$ cat src/rtl/fpdiv_pkg.sv
// Shared types and constants for the two-requester single-precision divider.
package fpdiv_pkg;

  typedef enum logic [2:0] {IDLE, LOAD, DIV, NORM, DONE} state_t;

  localparam int          BIAS      = 127;
  localparam int          DIV_ITERS = 25;
  localparam logic [31:0] QNAN      = 32'h7FC0_0000;
  localparam logic [31:0] POS_INF   = 32'h7F80_0000;

endpackage

$ cat src/rtl/fpdiv_rr_arb.sv
// Two-way round-robin arbiter: pointer names the requester that wins a tie.
// Purely combinational; grants nothing unless the scheduler is idle.
module fpdiv_rr_arb (
  input  logic [1:0] req_valid,
  input  logic       pointer,
  input  logic       idle,
  output logic [1:0] grant
);

  always_comb begin
    grant = 2'b00;
    if (idle) begin
      if (&req_valid) grant = pointer ? 2'b10 : 2'b01;
      else            grant = req_valid;
    end
  end

endmodule

$ cat src/rtl/fpdiv_sched.sv
// Shared IEEE-754 single divider for two requesters; 27 edges accept->result, truncating.
// Optional macro FPDIV_SPECIAL_EN classifies NaN/inf/zero operands and skips the divide loop.
module fpdiv_sched
  import fpdiv_pkg::*;
(
  input  logic        clk,
  input  logic        rst,
  input  logic [1:0]  req_valid,
  output logic [1:0]  req_ready,
  input  logic [31:0] a0,
  input  logic [31:0] b0,
  input  logic [31:0] a1,
  input  logic [31:0] b1,
  output logic        res_valid,
  input  logic        res_ready,
  output logic        res_id,
  output logic [31:0] z
);

  state_t            state, nxt;
  logic              ptr;
  logic [1:0]        grant;
  logic              accept;
  logic [31:0]       a_q, b_q;
  logic              sign_q;
  logic [23:0]       mb_q;
  logic [24:0]       rem_q;
  logic [24:0]       q_q;
  logic signed [9:0] diff_q;
  logic [4:0]        cnt_q;
  logic [31:0]       z_q;
  logic              id_q;

  // Reset must hold req_ready low even though the FSM already reads IDLE.
  fpdiv_rr_arb u_arb (
    .req_valid (req_valid),
    .pointer   (ptr),
    .idle      ((state == IDLE) && !rst),
    .grant     (grant)
  );

  assign req_ready = grant;
  assign accept    = |(req_valid & grant);
  assign res_valid = (state == DONE);
  assign res_id    = id_q;
  assign z         = z_q;

`ifdef FPDIV_SPECIAL_EN
  logic        a_zero, b_zero, a_inf, b_inf, a_nan, b_nan;
  logic        special;
  logic [31:0] special_z;

  // Denormals count as zero since the exponent field alone decides.
  always_comb begin
    a_zero    = (a_q[30:23] == 8'd0);
    b_zero    = (b_q[30:23] == 8'd0);
    a_inf     = (a_q[30:23] == 8'hFF) && (a_q[22:0] == 23'd0);
    b_inf     = (b_q[30:23] == 8'hFF) && (b_q[22:0] == 23'd0);
    a_nan     = (a_q[30:23] == 8'hFF) && (a_q[22:0] != 23'd0);
    b_nan     = (b_q[30:23] == 8'hFF) && (b_q[22:0] != 23'd0);
    special   = 1'b1;
    special_z = '0;
    if (a_nan || b_nan || (a_zero && b_zero) || (a_inf && b_inf))
      special_z = QNAN;
    else if (b_zero || a_inf)
      special_z = {a_q[31] ^ b_q[31], POS_INF[30:0]};
    else if (a_zero || b_inf)
      special_z = {a_q[31] ^ b_q[31], 31'd0};
    else
      special = 1'b0;
  end
`endif

  always_ff @(posedge clk or posedge rst) begin
    if (rst) state <= IDLE;
    else     state <= nxt;
  end

  always_comb begin
    nxt = state;
    case (state)
      IDLE: if (accept) nxt = LOAD;
`ifdef FPDIV_SPECIAL_EN
      LOAD: nxt = special ? DONE : DIV;
`else
      LOAD: nxt = DIV;
`endif
      DIV:  if (cnt_q == 5'(DIV_ITERS - 1)) nxt = NORM;
      NORM: nxt = DONE;
      DONE: if (res_ready) nxt = IDLE;
      default: nxt = IDLE;
    endcase
  end

  logic [24:0] rem_sub;
  logic        qbit;

  assign qbit    = (rem_q >= {1'b0, mb_q});
  assign rem_sub = rem_q - {1'b0, mb_q};

  logic signed [9:0] exp_n;
  logic [22:0]       mant_n;
  logic [31:0]       norm_z;

  // A leading quotient bit of 0 means ma < mb, so the result sits one binade lower.
  always_comb begin
    if (q_q[24]) begin
      mant_n = q_q[23:1];
      exp_n  = diff_q + 10'(BIAS);
    end else begin
      mant_n = q_q[22:0];
      exp_n  = diff_q + 10'(BIAS - 1);
    end
    if (exp_n >= 10'sd255)    norm_z = {sign_q, POS_INF[30:0]};
    else if (exp_n <= 10'sd0) norm_z = {sign_q, 31'd0};
    else                      norm_z = {sign_q, exp_n[7:0], mant_n};
  end

  always_ff @(posedge clk or posedge rst) begin
    if (rst) begin
      ptr    <= 1'b0;
      a_q    <= '0;
      b_q    <= '0;
      id_q   <= 1'b0;
      sign_q <= 1'b0;
      mb_q   <= '0;
      rem_q  <= '0;
      q_q    <= '0;
      diff_q <= '0;
      cnt_q  <= '0;
      z_q    <= '0;
    end else begin
      case (state)
        IDLE: if (accept) begin
          a_q  <= grant[1] ? a1 : a0;
          b_q  <= grant[1] ? b1 : b0;
          id_q <= grant[1];
          ptr  <= ~grant[1];
        end
        LOAD: begin
          sign_q <= a_q[31] ^ b_q[31];
          rem_q  <= {1'b0, 1'b1, a_q[22:0]};
          mb_q   <= {1'b1, b_q[22:0]};
          diff_q <= $signed({2'b00, a_q[30:23]}) - $signed({2'b00, b_q[30:23]});
          q_q    <= '0;
          cnt_q  <= '0;
`ifdef FPDIV_SPECIAL_EN
          if (special) z_q <= special_z;
`endif
        end
        DIV: begin
          q_q   <= {q_q[23:0], qbit};
          rem_q <= qbit ? {rem_sub[23:0], 1'b0} : {rem_q[23:0], 1'b0};
          cnt_q <= cnt_q + 5'd1;
        end
        NORM: z_q <= norm_z;
        default: ;
      endcase
    end
  end

endmodule

$ cat config.mk
export PLATFORM = sky130hd
export DESIGN_NAME = fpdiv_sched
export DESIGN_NICKNAME = d
export VERILOG_FILES = /design/src/rtl/fpdiv_pkg.sv /design/src/rtl/fpdiv_rr_arb.sv /design/src/rtl/fpdiv_sched.sv
export SDC_FILE = /design/constraint.sdc
export NUM_CORES = 1
export LEC_CHECK = 0
export ABC_AREA = 0
export CAP_MARGIN = 25
export CELL_PAD_IN_SITES_DETAIL_PLACEMENT = 0
export CELL_PAD_IN_SITES_GLOBAL_PLACEMENT = 1
export CORE_MARGIN = 4
export CORE_UTILIZATION = 28
export DETAILED_ROUTE_END_ITERATION = 7
export PLACE_DENSITY = 0.66
export RECOVER_POWER = 50
export SYNTH_ARGS = -nofsm -noshare
export SYNTH_HDL_FRONTEND = slang
export SYNTH_SLANG_ARGS = --single-unit
$ cat constraint.sdc
create_clock -name clk -period 8.28 [get_ports clk]
set_input_delay 1.656 -clock clk [delete_from_list [all_inputs] [get_ports clk]]
set_output_delay 1.656 -clock clk [all_outputs]
set_load 0.02 [all_outputs]
==> impl_metrics.ini, run 1 <==
[status]
outcome = complete, but fails checks
violations = capacitance limit, slew limit

[synth]
ys_types = 78
synth_xor_area_frac = 0.02427
ys.flop_type = dfrtp_1
synthSimpleGateAreaFrac = 0.1833
synthAdderAreaFrac = 0.04686
synth_top_family_by_area = compound AO/OA/AOI/OAI gates
yosysWarnings = 0
synthDominantCellAreaShare = 0.4543
ys_top_cells_by_area = dfrtp_1 45%, nand2_1 8.9%, ha_1 4.3%
synth_compound_area_frac = 0.2077
synth_edf_count = 0
synthMuxAreaShare = 0.02797
synthCells = 1128
async_reset_ff_frac = 1.000
netlist_top_cells_count = 249 x nand2_1, 190 x dfrtp_1, 59 x a22oi_1
synth_most_common_cell = nand2_1
syn_area_um2 = 10470
ys_seq_area_frac = 0.4543
ys_ff_latch = 190
synth_nets = 1299
postSynthAreaPerCell_um2 = 9.279
synth_top_area_cell = dfrtp_1

[clocking]
path_clk_slew_ns = 0.07
postCtsResizedCells = 0
cts_tree = built
cts_setup_buffers = 0
cts-root-buf = clkbuf_16
cts_max_level = 4
cts_buffer_depth = 2
cts.sinks = 190
cts_buffers = 17
ctsHoldBuffers = 0
clock_latency_ns = 0.45

[timing]
fmax_ghz = 0.1732
layout_min_cycle_time_ns = 5.773
fin_crit_sh = 0.6972
slew_headroom = -2.209
rsz0062_at_grt = false
fin_skew_ns = 0.01169
worst_pin_slew_ns = 4.788
slew_viol_final = 218
hold_viol = 0
timing.setup.tns_ns = 0
setup_violations = 0

[final_layout]
fill_cells = 3819
final_cell_count_no_fill = 1733
regArea_um2 = 4755
drive_above_1_share = 0.06250
fin_area_um2 = 13060
nets = 1422
utilization = 0.3551
area.growth.synth_to_final_pct = 24.81
multi_input_area_um2 = 5135

[global_routing]
grt_overflow_total = 0
track_usage = 0.1428
grt_pass1_wl_um = 47500
grt_max_degree = 106
grt_antenna_before_repair = 2
grt_pass1_vias = 8676

[min_path]
hp-start = mb_q[23]
hp-class = reg2reg
holdPathStages = 2
hold_end = mb_q[23]

[worst_setup_path]
required_ns = 8.88
crit_arrival_ns = 6.37
cp-end-kind = asynchronous set/reset pin
path_max_fanout = 105
rr_worst_depth = 5
cp-start-kind = input port
regToRegEndpoint = q_q[3]
ff2ff_setup_slack_ns = 4.06
critPathKind = in2async
worstReg2RegStart = state[0]

[routing]
post-route-drc-count = 0
drt_first_pass_iters = 4
final_antenna_net_count = 0
drt_iter0_drc = 446
top_layer = met5
via_per_inst = 4.961
drt-wirelength-per-cell_um = 16.69
met3_length_um = 1195
vias = 8597
wl_met2_um = 13460
wl_met1_um = 13820
totalWireLength_um = 28930

[die]
core_area_um2 = 36790
dieArea_um2 = 40540
start_util = 0.2845
row_count = 70
ios = 169
die-height_um = 201.3
die_x_um = 201.3

[placed_design]
dpl_cell_area_um2 = 12530
dp_hpwl_um = 20250
port_buffers = 168
dp.cells = 1700
routabilityCongestion = 0.8124

[power_and_ir_drop]
p_sw_mw = 2.378
p_comb_frac = 0.540
internal-power_mw = 2.884
p_per_area_nw_per_um2 = 402.8
static-leakage-power_nw = 5.658
pwr-share-clk = 0.161
seqPwrFrac = 0.299
ir_drop_mv = 0.1514
sw_frac_of_total = 0.4519

[run]
max_cap_violations = 3
power groups by stage:
stage	clock, mW	sequential [mW]	combinational (mW)
finish	0.846	1.57	2.84
global placement	0	1.59	2.82
global route	0.907	1.63	3.20
floorplan	0	1.55	2.15
detailed placement	0	1.59	2.88
CTS	0.867	1.58	2.90
metrics by stage:
stage	power (mW)	hold WS, ns	setup WS [ns]
6_report	5.262	0.4545	2.507
5_1_grt	5.732	0.4843	1.658
4_1_cts	5.338	0.4516	2.737
3_5_place_dp	4.467	0.4343	2.751
3_3_place_gp	4.410	0.4353	2.742
2_1_floorplan	3.697	0.4181	1.454
critical path: stages:
cell and delay, ns:
dlygate4sd3_1 0.62, clkinvlp_2 2.68, clkbuf_1 0.92, buf_16 0.37
cell usage in the layout, fill, tap and decap left out, drive strengths merged, types with 3 or more instances in the layout:
cell           count
a211o              4
a211oi            18
a21boi             6
a21o               8
a21oi             27
a221o             10
a22o              27
a22oi             59
a31o               4
a31oi             13
and2               3
and3              24
buf                9
clkbuf            24
clkdlybuf4s50    167
clkinv             4
dfrtp            190
ha                36
inv               61
mux2i             27
nand2            251
nand2b             8
nand3             28
nand4             11
nor2              26
nor2b              8
nor3              22
nor3b              4
nor4              14
o2111ai            3
o21a               4
o21ai             76
o31ai              8
o41ai             14
or3                5
xnor2             14
xor2              15
logic make-up after synthesis:
family / after synthesis
AOI/OAI and AO/OA: 295
and+or+nand+nor: 414
muxes: 29
DFF: 190
adders and majority gates: 38
xor gates and xnor gates: 29
buffers and inverters: 133
registers in the layout, indices dropped and copies added, names as in the netlist, 5 cells and up:
register	cells
rem_q	25
diff_q	9
q_q	25
cnt_q	5
a_q	32
b_q	32
mb_q	24
z	32
per-layer routing:
metal / GRT usage / up-vias
met5: 0 / -
met4: 0.03809 / 2
met3: 0.02562 / 31
met2: 0.2354 / 164
met1: 0.1944 / 4125
li1: - / 4275
cell type report:
cell class                      instances  area share
Multi-Input combinational cell        805      0.3931
Sequential cell                       190      0.3640
Timing Repair Buffer                  182      0.1369
Tap cell                              468     0.04483
Clock buffer                           19     0.03391
Inverter                               55     0.01590
Clock inverter                         13     0.01121
Antenna cell                            1   0.0001916
worst max-delay path by stage:
stage,slack [ns],to,depth (start not counted),start
after global placement,2.74,req_ready[1],4,rst
after floorplan,1.45,a_q[0],1,rst
final,2.51,z[31],4,rst
after global routing,1.66,diff_q[7],4,rst
after CTS,2.74,req_ready[1],4,rst
after detailed placement,2.75,req_ready[1],4,rst
Note: power is estimated with default switching activity, not from simulation.
==> inputs of run 2 (changes only) <==
PLACE_DENSITY = 0.69   (was 0.66)
clock period = 4.9 ns   (was 8.28 ns; I/O delays follow)
==> run 2 against run 1 <==
Effect of this change: the flow still finishes with violations (capacitance limit, slew limit); core utilization increased by 0.13 points; worst hold slack better by 0.00055 ns; die area unchanged; routed wire length is 2.2% lower; clock skew grew 0.0032 ns; non-clock buffer count increased by 2; largest cell class unchanged; design area grew 0.37%; sequential power is 69% higher.
==> impl_metrics.ini, run 2 (synthesized netlist as in run 1, its figures left out) <==
[status]
outcome = complete, but fails checks
violations = capacitance limit, slew limit

[die]
row_count = 70
core_area_um2 = 36790
start_util = 0.2845
dieArea_um2 = 40540
die-height_um = 201.3
die_x_um = 201.3
ios = 169

[routing]
post-route-drc-count = 0
totalWireLength_um = 28310
vias = 8604
drt_first_pass_iters = 5
drt-wirelength-per-cell_um = 16.32
via_per_inst = 4.962
final_antenna_net_count = 0
drt_iter0_drc = 405

[final_layout]
fin_area_um2 = 13110
nets = 1424
fill_cells = 3837
final_common_cell = nand2_1
utilization = 0.3564
layout_common_cells = 249 x nand2_1, 190 x dfrtp_1, 167 x clkdlybuf4s50_1
area.growth.synth_to_final_pct = 25.27
drive_above_1_share = 0.06477
diodes = 0

[clocking]
cts.sinks = 190
cts_buffer_depth = 2
ctsHoldBuffers = 0
postCtsResizedCells = 0
path_clk_slew_ns = 0.08
cts_max_level = 4
cts_setup_buffers = 0
clock_latency_ns = 0.44
cts_tree = built
cts_buffers = 17
cts-root-buf = clkbuf_16

[min_path]
hp-start = mb_q[23]
hold_end = mb_q[23]
hp-class = reg2reg
holdPathStages = 2

[global_routing]
grt_antenna_before_repair = 1
grt_use_met3 = 0.02691
busiest_layer = met2
grt_pass1_wl_um = 46620
grt_pass1_vias = 8633
track_usage = 0.1403
grtUsageMet2 = 0.2272
grt_max_degree = 77
grtUsageMet1 = 0.1965
grt_overflow_total = 0

[timing]
fin_skew_ns = 0.01492
hold_viol = 0
fin_crit_sh = 0.8177
layout_min_cycle_time_ns = 4.007
rsz0062_at_grt = false
fmax_ghz = 0.2496
slew_viol_final = 245
worst_pin_slew_ns = 2.792
slew_headroom = -0.8614
timing.setup.tns_ns = 0
setup_violations = 0

[placed_design]
routabilityCongestion = 0.8449
port_buffers = 168
dpl_cell_area_um2 = 12560
dp_hpwl_um = 19930

[power_and_ir_drop]
ir_drop_mv = 0.2951
finalPower_mw = 8.936
p_per_area_nw_per_um2 = 681.5
static-leakage-power_nw = 5.678

[worst_setup_path]
rr_worst_depth = 5
regToRegEndpoint = q_q[23]
critPathSlowestCell = clkbuf_1
cp_num_buf_inv = 2
critPathKind = reg2reg
path_max_fanout = 51
crit_family = buffers and inverters
cp-end-kind = flip-flop
crit_arrival_ns = 4.32
slowest_delay_ns = 1.77
ff2ff_setup_slack_ns = 0.89
required_ns = 5.22
cp_cell_sequence = nor3b_1 -> clkbuf_1 -> nor2_1 -> buf_8 -> a22o_1
cp-start-kind = flip-flop
worstReg2RegStart = state[1]

[run]
max_cap_violations = 6
-- run 2: layout make-up --
cell class,instances,area [µm²],share of cell area
timing repair buffer,184,1812,0.1382
multi-input combinational,805,5140,0.3920
inverter,55,207.7,0.01584
sequential,190,4755,0.3626
clock inverter,15,186.4,0.01422
clock buffer,17,425.4,0.03245
tap,468,585.6,0.04466
-- run 2: how the worst max path moves through the flow --
stage / start / to / slack (ns) / depth (start not counted)
final: state[1] / q_q[23] / 0.89 / 5
after global placement: rst / req_ready[0] / 0.95 / 5
after CTS: rst / req_ready[0] / 0.97 / 5
after detailed placement: rst / req_ready[0] / 1.0 / 5
after global routing: state[1] / q_q[21] / 0.50 / 5
after floorplan: rst / a_q[0] / 1.47 / 1
-- run 2: power breakdown --
part	internal, mW	switching [mW]
sequential	2.21	0.447
clock	0.742	0.715
combinational	1.95	2.87
-- run 2: layer usage --
metal  share of wire  wire [µm]  vias to the layer above
li1                -          -                     4283
met2            0.46      12890                      179
met3           0.045       1262                       22
met5         0.00046         13                        -
met1            0.49      13850                     4118
met4           0.010        294                        2
-- run 2: stage by stage --
| step | std cells | worst slack [ns] | hold slack, ns |
|---|---|---|---|
| 2_1_floorplan | 1128 | 1.472 | 0.4181 |
| 3_3_place_gp | 1700 | 0.9459 | 0.4365 |
| 3_5_place_dp | 1702 | 0.9982 | 0.4344 |
| 4_1_cts | 1734 | 0.9742 | 0.4523 |
| 5_1_grt | 1734 | 0.5022 | 0.4661 |
| 6_report | 1734 | 0.8933 | 0.4550 |
-- run 2: tightest hold or removal path: stages (launching register included) --
cell and delay (ns):
dfrtp_1 0.32, inv_1 0.05, nand2_1 0.05
==> inputs of run 3 (changes only) <==
clock period = 3.5 ns   (was 4.9 ns; I/O delays follow)
==> run 3 against run 2 <==
Effect of this change: count of clock-buffer cells in the layout unchanged; clock power rose by 38%; largest power group unchanged; the flow still finishes with violations (capacitance limit, slew limit); routed wire length is 0.78% higher.
==> impl_metrics.ini, run 3 (synthesized netlist as in run 1, its figures left out) <==
[status]
outcome = complete, but fails checks
violations = capacitance limit, slew limit

[clocking]
ctsHoldBuffers = 0
cts_tree = built
clock_latency_ns = 0.44
cts-root-buf = clkbuf_16
cts_buffer_depth = 2
cts.sinks = 190
cts_buffers = 17
cts_setup_buffers = 0
postCtsResizedCells = 0
cts_max_level = 4
path_clk_slew_ns = 0.08

[run]
max_cap_violations = 2

[global_routing]
grt_overflow_total = 0
grt_antenna_before_repair = 0
grt_max_degree = 101
grt_pass1_wl_um = 46330
track_usage = 0.1393
grt_pass1_vias = 8496

[worst_setup_path]
cp-start-kind = flip-flop
critPathKind = reg2reg
required_ns = 3.85
path_max_fanout = 32
crit_arrival_ns = 3.32
cp-end-kind = flip-flop

[power_and_ir_drop]
ir_drop_mv = 0.3858
finalPower_mw = 12.49
static-leakage-power_nw = 5.716
p_per_area_nw_per_um2 = 947.9

[final_layout]
drive_above_1_share = 0.07238
diodes = 0
area.growth.synth_to_final_pct = 25.91
nets = 1429
final_common_cell = nand2_1
layout_common_cells = 249 x nand2_1, 190 x dfrtp_1, 165 x clkdlybuf4s50_1
fin_area_um2 = 13180
utilization = 0.3582

[timing]
worst_pin_slew_ns = 1.722
timing.setup.tns_ns = 0
hold_viol = 0
rsz0062_at_grt = false
fmax_ghz = 0.3371
slew_headroom = -0.1483
fin_skew_ns = 0.01179
layout_min_cycle_time_ns = 2.967
slew_viol_final = 103
setup_violations = 0
hold_slack_ns = 0.4530
fin_crit_sh = 0.8477

[placed_design]
routabilityCongestion = 0.8159
port_buffers = 168
dp_hpwl_um = 20570
dpl_cell_area_um2 = 12620

[die]
core_area_um2 = 36790
row_count = 70
start_util = 0.2845
die_x_um = 201.3
dieArea_um2 = 40540
die-height_um = 201.3
ios = 169

[routing]
totalWireLength_um = 28530
via_per_inst = 4.929
vias = 8571
drt_iter0_drc = 482
final_antenna_net_count = 0
post-route-drc-count = 0
drt-wirelength-per-cell_um = 16.40
drt_first_pass_iters = 5

[min_path]
hp-class = reg2reg
-- run 3: layout make-up --
| cell class | count | area (µm²) |
|---|---|---|
| clock buffer | 17 | 425.4 |
| clock inverter | 15 | 191.4 |
| fill | 3809 | 23610 |
| inverter | 55 | 207.7 |
| multi-input combinational | 805 | 5141 |
| sequential | 190 | 4755 |
| tap | 468 | 585.6 |
| timing repair buffer | 189 | 1872 |
-- run 3: per-layer routing --
metal / vias up / part of all wire / track usage
li1: 4273 / - / -
met1: 4095 / 0.48 / 0.1941
met2: 184 / 0.47 / 0.2260
met3: 19 / 0.048 / 0.02853
met4: 0 / 0.0089 / 0.02856
met5: - / 0 / 0
-- run 3: final timing paths --
path | to | cells after the start | slack (ns) | startpoint
worst max register to register | rem_q[16] | 6 | 0.53 | state[0]
worst min-delay path | mb_q[23] | 2 | 0.45 | mb_q[23]
min in group asynchronous | b_q[26] | 3 | 1.38 | rst
worst min register to register | mb_q[23] | 2 | 0.45 | mb_q[23]
max in group asynchronous | q_q[4] | 3 | 1.10 | rst
worst max-delay path | rem_q[16] | 6 | 0.53 | state[0]
-- run 3: metrics by stage --
step	cells	setup WS (ns)
4_1_cts	1739	0.6176
2_1_floorplan	1128	0.3515
3_3_place_gp	1707	0.6107
3_5_place_dp	1707	0.6435
6_report	1739	0.5332
5_1_grt	1739	0.2780
-- run 3: critical path, cell delays in order (launching register included) --
cell and delay [ns]:
dfrtp_1 0.47, nor3b_1 1.17, clkbuf_2 0.65, nand2_1 0.20, nand3_1 0.14, o41ai_2 0.08, a31oi_1 0.15
-- run 3: where the power goes --
part / internal (mW) / leakage (nW) / total [mW] / switching [mW]
sequential: 3.09 / 2.41 / 3.72 / 0.633
combinational: 2.75 / 3.01 / 6.76 / 4.01
clock: 0.979 / 0.292 / 2.01 / 1.03
